`src/rtl/hs_master_fifo.sv`:
```
// Write-side FIFO feeding a registered valid/ready output stage with a
// per-packet beat counter that flags the final beat of each BURST-beat packet.
module hs_master_fifo #(
    parameter int L     = 8,
    parameter int DEPTH = 4,
    parameter int BURST = 4
) (
    input  logic                     clk,
    input  logic                     rst,
    input  logic                     ven,
    input  logic [L-1:0]             data_in,
    output logic                     full,
    output logic [$clog2(DEPTH):0]   level,
    output logic                     ovf,
    input  logic                     ready,
    output logic                     valid,
    output logic [L-1:0]             data_out,
    output logic                     last
);

    localparam int AW = $clog2(DEPTH);
    localparam int BW = (BURST > 1) ? $clog2(BURST) : 1;
    localparam logic [AW:0]   DEPTH_C  = (AW+1)'(DEPTH);
    localparam logic [AW:0]   ZERO_C   = (AW+1)'(0);
    localparam logic [AW:0]   ONE_C    = (AW+1)'(1);
    localparam logic [BW-1:0] BEAT_MAX = BW'(BURST - 1);

    logic [L-1:0]  mem [DEPTH];
    logic [AW-1:0] wr_ptr_r;
    logic [AW-1:0] rd_ptr_r;
    logic [AW:0]   count_r;
    logic          valid_r;
    logic [L-1:0]  data_r;
    logic          last_r;
    logic          ovf_r;
    logic [BW-1:0] beat_r;

    logic          wr_en_s;
    logic          rd_en_s;
    logic          xfer_s;
    logic          full_s;
    logic [AW:0]   count_nxt_s;
    logic          valid_nxt_s;
    logic [BW-1:0] beat_nxt_s;
    logic          last_nxt_s;
    logic          ovf_nxt_s;

    assign full_s   = (count_r == DEPTH_C);
    assign full     = full_s;
    assign level    = count_r;
    assign ovf      = ovf_r;
    assign valid    = valid_r;
    assign data_out = data_r;
    assign last     = last_r;

    // Handshake decode and next-state for occupancy, output stage and beat counter.
    always_comb begin
        wr_en_s     = ven && !full_s;
        rd_en_s     = (count_r != ZERO_C) && (!valid_r || ready);
        xfer_s      = valid_r && ready;
        ovf_nxt_s   = ovf_r || (ven && full_s);
        count_nxt_s = count_r;
        case ({wr_en_s, rd_en_s})
            2'b10:   count_nxt_s = count_r + ONE_C;
            2'b01:   count_nxt_s = count_r - ONE_C;
            default: count_nxt_s = count_r;
        endcase
        if (rd_en_s) begin
            valid_nxt_s = 1'b1;
        end else if (xfer_s) begin
            valid_nxt_s = 1'b0;
        end else begin
            valid_nxt_s = valid_r;
        end
        if (xfer_s) begin
            if (beat_r == BEAT_MAX) begin
                beat_nxt_s = BW'(0);
            end else begin
                beat_nxt_s = beat_r + BW'(1);
            end
        end else begin
            beat_nxt_s = beat_r;
        end
        // last is registered from the next-state values so it never lags valid.
        last_nxt_s = valid_nxt_s && (beat_nxt_s == BEAT_MAX);
    end

    // Storage array; contents are don't-care after reset.
    always_ff @(posedge clk) begin
        if (wr_en_s) begin
            mem[wr_ptr_r] <= data_in;
        end
    end

    // Pointers, occupancy, output stage and flags.
    always_ff @(posedge clk or negedge rst) begin
        if (!rst) begin
            wr_ptr_r <= '0;
            rd_ptr_r <= '0;
            count_r  <= '0;
            valid_r  <= 1'b0;
            data_r   <= '0;
            last_r   <= 1'b0;
            ovf_r    <= 1'b0;
            beat_r   <= '0;
        end else begin
            if (wr_en_s) begin
                wr_ptr_r <= wr_ptr_r + AW'(1);
            end
            if (rd_en_s) begin
                rd_ptr_r <= rd_ptr_r + AW'(1);
                data_r   <= mem[rd_ptr_r];
            end
            count_r <= count_nxt_s;
            valid_r <= valid_nxt_s;
            last_r  <= last_nxt_s;
            ovf_r   <= ovf_nxt_s;
            beat_r  <= beat_nxt_s;
        end
    end

endmodule

```
`config.mk`:
```
export PLATFORM = sky130hd
export DESIGN_NAME = hs_master_fifo
export DESIGN_NICKNAME = d
export VERILOG_FILES = /design/src/rtl/hs_master_fifo.sv
export SDC_FILE = /design/constraint.sdc
export NUM_CORES = 1
export LEC_CHECK = 0
export ABC_AREA = 1
export BUFFER_PORTS_ARGS = -buffer_cell sky130_fd_sc_hd__buf_2
export CAP_MARGIN = 5
export CORE_MARGIN = 3
export CORE_UTILIZATION = 40
export CTS_CLUSTER_SIZE = 16
export DETAILED_ROUTE_END_ITERATION = 7
export HOLD_SLACK_MARGIN = 0.03
export PLACE_DENSITY = 0.66
export REMOVE_ABC_BUFFERS = 1
export SETUP_SLACK_MARGIN = 0.2
export SYNTH_ARGS = -nofsm -noshare
export SYNTH_HDL_FRONTEND = slang
export SYNTH_SLANG_ARGS = --single-unit
export TNS_END_PERCENT = 100
```
`constraint.sdc`:
```
create_clock -name clk -period 5.3 [get_ports clk]
set_clock_uncertainty 0.05 [all_clocks]
set_input_delay 1.06 -clock clk [delete_from_list [all_inputs] [get_ports clk]]
set_output_delay 1.06 -clock clk [all_outputs]
set_load 0.01 [all_outputs]
```
==> results of run 1 <==
## layout make-up
cell class | count | area (um^2)
inverter | 52 | 200
clock buffer | 7 | 76.3
timing repair buffer | 26 | 130
clock inverter | 1 | 30.0
fill | 547 | 2980
sequential | 52 | 1460
multi-input combinational | 124 | 637
tap | 72 | 90.1
## worst max-delay path, stage by stage
cell and delay [ns]:
buf_2 0.09, inv_1 0.03, nand2_1 0.08, nand2_2 0.17, inv_2 0.21, ha_1 0.20
inv_1 0.06, fa_1 0.38, inv_1 0.08, nand2_1 0.05, nand3_1 0.09, xor2_1 0.15
## worst paths after layout
check	slack, ns	from	cells after the start	endpoint
max in group asynchronous	4.24	rst	1	level[0]$_DFFE_PN0P_
min in group asynchronous	0.64	rst	1	data_out[4]$_DFFE_PN0P_
worst min-delay path	0.42	ovf$_DFF_PN0_	1	ovf$_DFF_PN0_
worst min register to register	0.42	ovf$_DFF_PN0_	1	ovf$_DFF_PN0_
worst max-delay path	2.83	ready	12	level[2]$_DFFE_PN0P_
worst max register to register	3.18	level[1]$_DFFE_PN0P_	11	level[2]$_DFFE_PN0P_
## through the flow
step                      utilization, %  total power, W  hold slack (ns)
after floorplan                        -         0.00101            0.423
after global placement              44.9         0.00117            0.410
after detailed placement            44.9         0.00118            0.407
after CTS                           46.8         0.00145            0.427
after global routing                46.8         0.00156            0.451
final                               46.8         0.00143            0.422
## cells in the mapped netlist
| cell type | number | share of area [%] |
|---|---|---|
| nand2_1 | 71 | 11 |
| inv_1 | 50 | 8.0 |
| edfxtp_1 | 32 | 41 |
| dfrtp_1 | 20 | 21 |
| nand3_1 | 16 | 3.4 |
| nand2_2 | 12 | 3.2 |
| nor2_1 | 7 | 1.1 |
| ha_1 | 6 | 3.2 |
| buf_6 | 3 | 1.4 |
| xor2_1 | 3 | 1.1 |
| nand3_2 | 2 | 0.85 |
| xnor2_1 | 2 | 0.74 |
| a31o_2 | 1 | 0.37 |
| buf_12 | 1 | 0.85 |
| buf_2 | 1 | 0.21 |
| fa_1 | 1 | 0.85 |
| inv_2 | 1 | 0.16 |
| inv_6 | 1 | 0.37 |
| nor2_4 | 1 | 0.48 |
| o21ai_0 | 1 | 0.21 |
| o21ai_1 | 1 | 0.21 |
## kinds of logic (layout without fill, tap and decap cells)
group | count (synthesis) | count (layout) | synth area share [%]
AOI/OAI and AO/OA | 3 | 3 | 0.796
xor gates and xnor gates | 5 | 5 | 1.86
adders and majority gates | 7 | 7 | 4.03
buffers and inverters | 57 | 86 | 11.0
DFF | 52 | 52 | 62.0
and+or+nand+nor | 109 | 109 | 20.3
## power by group
| group | leakage (nW) | internal [W] | switching [W] |
|---|---|---|---|
| registers | 0.530 | 0.000559 | 0.000103 |
| clock network | 0.0524 | 0.000141 | 0.000125 |
| logic | 0.727 | 0.000187 | 0.000316 |
| total | 1.31 | 0.000888 | 0.000544 |
## flip-flops by register name, indices dropped and copies added, names as in the netlist
name      flops
mem          32
data_out      8
level         3
beat_r        2
rd_ptr_r      2
wr_ptr_r      2
last          1
ovf           1
valid         1
## metal layers
layer  global-route usage (%)  share of wire, %  vias up
li1                         -                 -      761
met5                        0                 0        -
met1                     18.8                46      685
met3                     3.36               3.9        8
met4                     8.17               3.1        0
met2                     21.6                47       23
==> flow_summary.json, run 1 <==
{
  "antenna_found_initial": 0,
  "grt_max_degree": 21,
  "p_leak_nw": 1.31,
  "path_class": "in2reg",
  "detail-route-antenna-nets": 0,
  "grt_pass1_wl_um": 6930,
  "worstSkewPairLatency_ns": 0.31,
  "routed_via_density": 4.42,
  "dieArea_mm2": 0.00685,
  "max-cap-violations": 0,
  "fin_setup_tns_ns": 0,
  "dp_cells": 326,
  "hold_buffers": 0,
  "core-area_mm2": 0.00561,
  "mostFrequentLayoutCells": "nand2_1, inv_1, edfxtp_1, buf_2, dfrtp_1",
  "wl_um": 4160,
  "worst_pin_slew_ns": 0.826,
  "synth_cell_types": 21,
  "syn-instance-count": 233,
  "wl_per_cell_um": 12.5,
  "fp.dieH_um": 82.8,
  "floorplan.io_pins": 27,
  "syn_area_per_cell_um2": 10.1,
  "worstSetupEndpointType": "flip-flop",
  "ys_seq_area_share_pct": 62.0,
  "cts-root-buf": "clkbuf_8",
  "place_congestion": 0.731,
  "antenna_cells": 0,
  "dp_slack_ns": 2.54,
  "drv_slew": 0,
  "finalCriticalPeriod_ns": 2.47,
  "placed_area_mm2": 0.00252,
  "fmax_ghz": 0.405,
  "num_rows": 27,
  "port_buffers": 26,
  "timing.final.crit_share_pct": 46.6,
  "rsz0062_at_grt": "no",
  "relSlewSlack_pct": 44.7,
  "finalHoldViolCount": 0,
  "drtPass1Iterations": 4,
  "drive_above_1_share_pct": 19.1,
  "path_clk_slew_ns": 0.08,
  "initial_core_util_pct": 42.0,
  "cts_setup_buffers": 0,
  "instances_no_fill": 334,
  "synth_seq_cells": 52,
  "drc": 0,
  "via_count": 1477,
  "synth_area_mm2": 0.00236,
  "grt_use_total_pct": 14.3,
  "cts_tree": "yes",
  "crit_arrival_ns": 2.65,
  "first_iter_violations": 135,
  "htreeDepth": 2,
  "ir_drop_mv": 0.231,
  "clock-sinks": 52,
  "grt_overflow_total": 0,
  "finalNetCount": 280,
  "cp-start-kind": "primary input",
  "syn2layout_area_growth_pct": 11.4,
  "power_density_mw_per_mm2": 545,
  "cp_max_fo": 12,
  "cts_buffers": 5,
  "post-route-cell-area_mm2": 0.00263,
  "crit_required_ns": 5.48,
  "hpwl_um": 2860,
  "ys_warn_count": 0,
  "worst_slack_ns": 2.83,
  "layout_commonest_cell": "nand2_1",
  "cts_resized": 0,
  "status": "complete, no violations",
  "clk_path_buf_depth": 2,
  "grt_pass1_vias": 1388,
  "setup_viol": 0,
  "hold_class": "reg2reg",
  "die_w_um": 82.8
}
Power figures use the tool's default switching activity.
==> inputs of run 2 (changes only) <==
==> constraint.sdc (replaced) <==
create_clock -name clk -period 2.41 [get_ports clk]
set_clock_uncertainty 0.05 [all_clocks]
set_input_delay 0.482 -clock clk [delete_from_list [all_inputs] [get_ports clk]]
set_output_delay 0.482 -clock clk [all_outputs]
set_load 0.01 [all_outputs]
==> run 2 against run 1 <==
  * Combinational power rose by 130%
  * Final cell count increased by 1.5%
  * Via count rose by 2.8%
  * Core utilization rose by 0.51 points
  * Critical endpoint unchanged
  * Sequential power grew 120%
  * Clock power is 96% higher
  * Design area rose by 1.1%
  * Wire length decreased by 5.0%
  * Critical path type is now reg2reg
  * Critical path depth is 3 lower
  * Setup slack got worse by 2.4 ns
  * Hold slack lost 0.36 ns
==> flow_summary.json, run 2 (same netlist as run 1, synthesis figures left out) <==
{
  "floorplan.io_pins": 27,
  "num_rows": 27,
  "met1Wirelength_um": 1790,
  "largest-register": "mem",
  "grt_use_total_pct": 13.4,
  "first_iter_violations": 79,
  "max_stage_delay_ns": 0.45,
  "worst_pin_slew_ns": 0.715,
  "place_congestion": 0.681,
  "core-area_mm2": 0.00561,
  "die_w_um": 82.8,
  "clock-sinks": 52,
  "dp_slack_ns": 0.343,
  "p_leak_nw": 1.33,
  "seqPwrFrac_pct": 46.5,
  "layout_commonest_cell": "nand2_1",
  "worstSkewPairLatency_ns": 0.31,
  "ir_drop_mv": 0.397,
  "finalNetCount": 285,
  "wl_um": 3950,
  "fin_setup_tns_ns": 0,
  "dieArea_mm2": 0.00685,
  "hold_buffers": 0,
  "r2r_start": "level[1]$_DFFE_PN0P_",
  "syn2layout_area_growth_pct": 12.6,
  "status": "complete, no violations",
  "grt_pass1_wl_um": 6580,
  "internal_power_w": 0.00189,
  "clk_path_buf_depth": 2,
  "worstPathCellList": "nor2_4 -> nand2_1 -> nand2_2 -> ha_1 -> inv_1 -> fa_1 -> nand2_1 -> nand3_1 -> xor2_1",
  "finalHoldViolCount": 0,
  "max-cap-violations": 0,
  "cts_buffers": 5,
  "cts_setup_buffers": 0,
  "detail-route-antenna-nets": 0,
  "crit_buf_inv": 1,
  "highest_layer": "met4",
  "setup_viol": 0,
  "cp_slowest_cell": "dfrtp_1",
  "swShare_pct": 39.2,
  "path_class": "reg2reg",
  "via_count": 1518,
  "largest_register_ffs": 32,
  "path_clk_slew_ns": 0.10,
  "drive_above_1_share_pct": 21.3,
  "power_density_mw_per_mm2": 1170,
  "hold_class": "in2async",
  "wl_met2_um": 1920,
  "combPwrFrac_pct": 36.7,
  "wl_met3_um": 137,
  "worstSetupEndpointType": "flip-flop",
  "hpwl_um": 2720,
  "crit_required_ns": 2.56,
  "crit_arrival_ns": 2.12,
  "grt_max_degree": 21,
  "cp-start-kind": "flip-flop",
  "antenna_found_initial": 0,
  "grt_overflow_total": 0,
  "timing.final.crit_share_pct": 81.5,
  "fp.dieH_um": 82.8,
  "drtPass1Iterations": 5,
  "fillers": 552,
  "mostFrequentLayoutCells": "nand2_1, inv_1, edfxtp_1, buf_2, dfrtp_1",
  "relSlewSlack_pct": 52.4,
  "worst_slack_ns": 0.447,
  "finalCriticalPeriod_ns": 1.96,
  "port_buffers": 26,
  "cpMostUsedCell": "nand2_1",
  "grt_pass1_vias": 1392,
  "critPathTopFamily": "adder cells",
  "cp_max_fo": 7,
  "crit_start": "level[1]$_DFFE_PN0P_",
  "rsz0062_at_grt": "no",
  "antenna_cells": 0,
  "drv_slew": 0,
  "cts-root-buf": "clkbuf_8",
  "cts_tree": "yes",
  "p_switching_w": 0.00122,
  "routed_via_density": 4.48,
  "cts_resized": 0,
  "fmax_ghz": 0.509,
  "p_clk_share_pct": 16.8,
  "initial_core_util_pct": 42.0,
  "drc": 0,
  "htreeDepth": 2,
  "wl_per_cell_um": 11.7
}
-- run 2: final cells by class --
| cell class | instances | area, um^2 | area share, % |
|---|---|---|---|
| flip-flops and latches | 52 | 1460 | 55.1 |
| multi-input cells | 124 | 637 | 24.0 |
| inverters | 52 | 200 | 7.54 |
| repair buffers | 31 | 168 | 6.32 |
| well taps | 72 | 90.1 | 3.39 |
| clock buffers | 5 | 68.8 | 2.59 |
| clock inverters | 3 | 28.8 | 1.08 |
-- run 2: routing by layer --
metal	vias to the layer above	GRT usage, %
met1	706	16.7
met5	-	0
li1	773	-
met3	11	3.36
met4	0	6.05
met2	28	21.9
-- run 2: final timing paths --
path / to / slack (ns) / cells after the start
worst max-delay path: level[2]$_DFFE_PN0P_ / 0.45 / 9
worst min-delay path: rd_ptr_r[0]$_DFFE_PN0P_ / 0.06 / 1
worst min register to register: data_out[0]$_DFFE_PN0P_ / 0.43 / 2
max in group asynchronous: ovf$_DFF_PN0_ / 1.94 / 1
worst max register to register: level[2]$_DFFE_PN0P_ / 0.45 / 9
min in group clk: mem[1][1]$_DFFE_PP_ / 0.33 / 1
-- run 2: through the flow --
| stage | cell area, um^2 | power [W] | hold WS (ns) | utilization (%) | cells |
|---|---|---|---|---|---|
| final | 2650 | 0.00311 | 0.0586 | 47.3 | 339 |
| after global routing | 2650 | 0.00340 | 0.0771 | 47.3 | 339 |
| after CTS | 2650 | 0.00315 | 0.0661 | 47.3 | 339 |
| after detailed placement | 2560 | 0.00262 | 0.411 | 45.6 | 331 |
| after global placement | 2560 | 0.00260 | 0.411 | 45.6 | 331 |
| after floorplan | 2300 | 0.00221 | 0.136 | - | 228 |
-- run 2: power by group through the flow --
stage	Sequential, W	Combinational [W]	Clock [W]
after floorplan	0.00147	0.000744	0
after global placement	0.00146	0.00114	0
after detailed placement	0.00147	0.00116	0
after CTS	0.00145	0.00116	0.000537
after global routing	0.00148	0.00132	0.000593
final	0.00144	0.00114	0.000522
==> inputs of run 3 (changes only) <==
==> constraint.sdc (replaced) <==
create_clock -name clk -period 2 [get_ports clk]
set_clock_uncertainty 0.05 [all_clocks]
set_input_delay 0.4 -clock clk [delete_from_list [all_inputs] [get_ports clk]]
set_output_delay 0.4 -clock clk [all_outputs]
set_load 0.01 [all_outputs]
==> run 3 against run 2 <==
  * Final cell count grew 3.2%
  * Largest cell class unchanged
  * Hold slack improved by 0.19 ns
  * Critical endpoint unchanged
  * Sequential share of layout area decreased by 1.9 points
  * Power up 25%
  * Core utilization rose by 1.8 points
  * Highest routed layer unchanged
  * Non-clock buffer count grew 11
  * Register-to-register slack worse by 0.23 ns
  * Clock-buffer cell count unchanged
==> flow_summary.json, run 3 (same netlist as run 1, synthesis figures left out) <==
{
  "timing.final.crit_share_pct": 89.0,
  "cp-start-kind": "flip-flop",
  "syn2layout_area_growth_pct": 16.8,
  "die_w_um": 82.8,
  "fillers": 536,
  "crit_start": "level[0]$_DFFE_PN0P_",
  "swShare_pct": 38.2,
  "cts-root-buf": "clkbuf_8",
  "max_stage_delay_ns": 0.44,
  "rsz0062_at_grt": "no",
  "setup_viol": 0,
  "wl_per_cell_um": 11.6,
  "dieArea_mm2": 0.00685,
  "antenna_found_initial": 0,
  "first_iter_violations": 63,
  "path_class": "reg2reg",
  "dp_slack_ns": 0.184,
  "combPwrFrac_pct": 41.8,
  "clock-sinks": 52,
  "relSlewSlack_pct": 62.0,
  "max-cap-violations": 0,
  "internal_power_w": 0.00240,
  "path_clk_slew_ns": 0.09,
  "finalNetCount": 296,
  "port_buffers": 26,
  "initial_core_util_pct": 42.0,
  "finalHoldViolCount": 0,
  "seqPwrFrac_pct": 43.1,
  "num_rows": 27,
  "worst_pin_slew_ns": 0.570,
  "wl_um": 4070,
  "fin_util_pct": 49.1,
  "cp_slowest_cell": "dfrtp_2",
  "whs_ns": 0.251,
  "worst_slack_ns": 0.220,
  "detail-route-antenna-nets": 0,
  "r2r_start": "level[0]$_DFFE_PN0P_",
  "grt_max_degree": 21,
  "finalCriticalPeriod_ns": 1.78,
  "largest_register_ffs": 32,
  "hold_class": "in2reg",
  "fp.dieH_um": 82.8,
  "cts_tree": "yes",
  "place_congestion": 0.730,
  "crit_buf_inv": 2,
  "worstSetupEndpointType": "flip-flop",
  "drtPass1Iterations": 4,
  "grt_overflow_total": 0,
  "cts_buffers": 5,
  "grt_pass1_wl_um": 6230,
  "hpwl_um": 2700,
  "mostFrequentLayoutCells": "nand2_1, inv_1, edfxtp_1, buf_2, dfrtp_1",
  "htreeDepth": 2,
  "core-area_mm2": 0.00561,
  "critPathTopFamily": "adder cells",
  "p_clk_share_pct": 15.1,
  "holdCritStartpoint": "data_in[1]",
  "instances_no_fill": 350,
  "fin_setup_tns_ns": 0,
  "largest-register": "mem",
  "routed_via_density": 4.25,
  "layout_commonest_cell": "nand2_1",
  "antenna_cells": 0,
  "ir_drop_mv": 0.465,
  "grt_use_total_pct": 12.8,
  "via_count": 1488,
  "status": "complete, no violations",
  "cp_max_fo": 3,
  "dp_cells": 336,
  "crit_required_ns": 2.18,
  "worstSkewPairLatency_ns": 0.31,
  "cpMostUsedCell": "nand2_2",
  "drive_above_1_share_pct": 26.3,
  "p_switching_w": 0.00148,
  "grt_pass1_vias": 1372,
  "power_density_mw_per_mm2": 1410,
  "drv_slew": 0,
  "floorplan.io_pins": 27,
  "p_leak_nw": 1.38,
  "crit_arrival_ns": 1.96,
  "fmax_ghz": 0.562,
  "clk_path_buf_depth": 2,
  "drc": 0,
  "worstPathCellList": "nor2_4 -> nand2_2 -> nand2_2 -> ha_4 -> inv_2 -> fa_2 -> inv_1 -> nand2_1 -> nand3_2 -> xor2_1"
}
run 3: what timing repair did:
action | in CTS | in global routing
hold buffers | 1 | 0
endpoints found under the setup margin | 1 | 2
buffers inserted | 1 | 4
endpoints found under the hold margin | 20 | 0
resized for setup | 1 | 7
pin swaps | 0 | 3
run 3: path summary, 6_finish.rpt:
kind,slack (ns),cells past startpoint,endpoint
worst max-delay path,0.22,10,level[2]$_DFFE_PN0P_
max in group asynchronous,1.00,2,level[0]$_DFFE_PN0P_
worst max register to register,0.22,10,level[2]$_DFFE_PN0P_
worst min-delay path,0.25,1,mem[2][1]$_DFFE_PP_
min in group asynchronous,0.53,2,data_out[0]$_DFFE_PN0P_
worst min register to register,0.42,1,ovf$_DFF_PN0_
run 3: layer usage:
metal | track usage [%] | vias to the layer above | part of all wire (%)
li1 | - | 793 | -
met1 | 13.9 | 672 | 43
met2 | 23.1 | 17 | 51
met3 | 3.36 | 6 | 3.3
met4 | 6.05 | 0 | 1.8
met5 | 0 | - | 0
run 3: layout make-up:
type                            count  area, um^2  area share, %
Sequential cell                    52        1460           53.1
Multi-Input combinational cell    124         659           24.0
Timing Repair Buffer               42         253           9.18
Inverter                           52         200           7.27
Tap cell                           72        90.1           3.27
Clock buffer                        5        68.8           2.50
Clock inverter                      3        18.8          0.682
run 3: worst register-to-register path: cells and delay by family (launching register included):
| family | cells | cell delay (ns) |
|---|---|---|
| xor gates and xnor gates | 1 | 0.16 |
| adders and majority gates | 2 | 0.48 |
| buffers and inverters | 2 | 0.11 |
| DFF | 1 | 0.44 |
| and+or+nand+nor | 5 | 0.46 |
run 3: per-stage QoR:
step / total power [W] / instance area [um^2]
detailed placement: 0.00321 / 2590
finish: 0.00388 / 2750
CTS: 0.00380 / 2700
global route: 0.00422 / 2750
floorplan: 0.00267 / 2300
global placement: 0.00316 / 2590
run 3: power by group through the flow:
stage               clock network (W)  registers (W)  logic, W
finish                       0.000585        0.00167   0.00162
global route                 0.000639        0.00171   0.00187
CTS                          0.000594        0.00168   0.00152
detailed placement                  0        0.00171   0.00150
global placement                    0        0.00169   0.00147
floorplan                           0        0.00177  0.000897
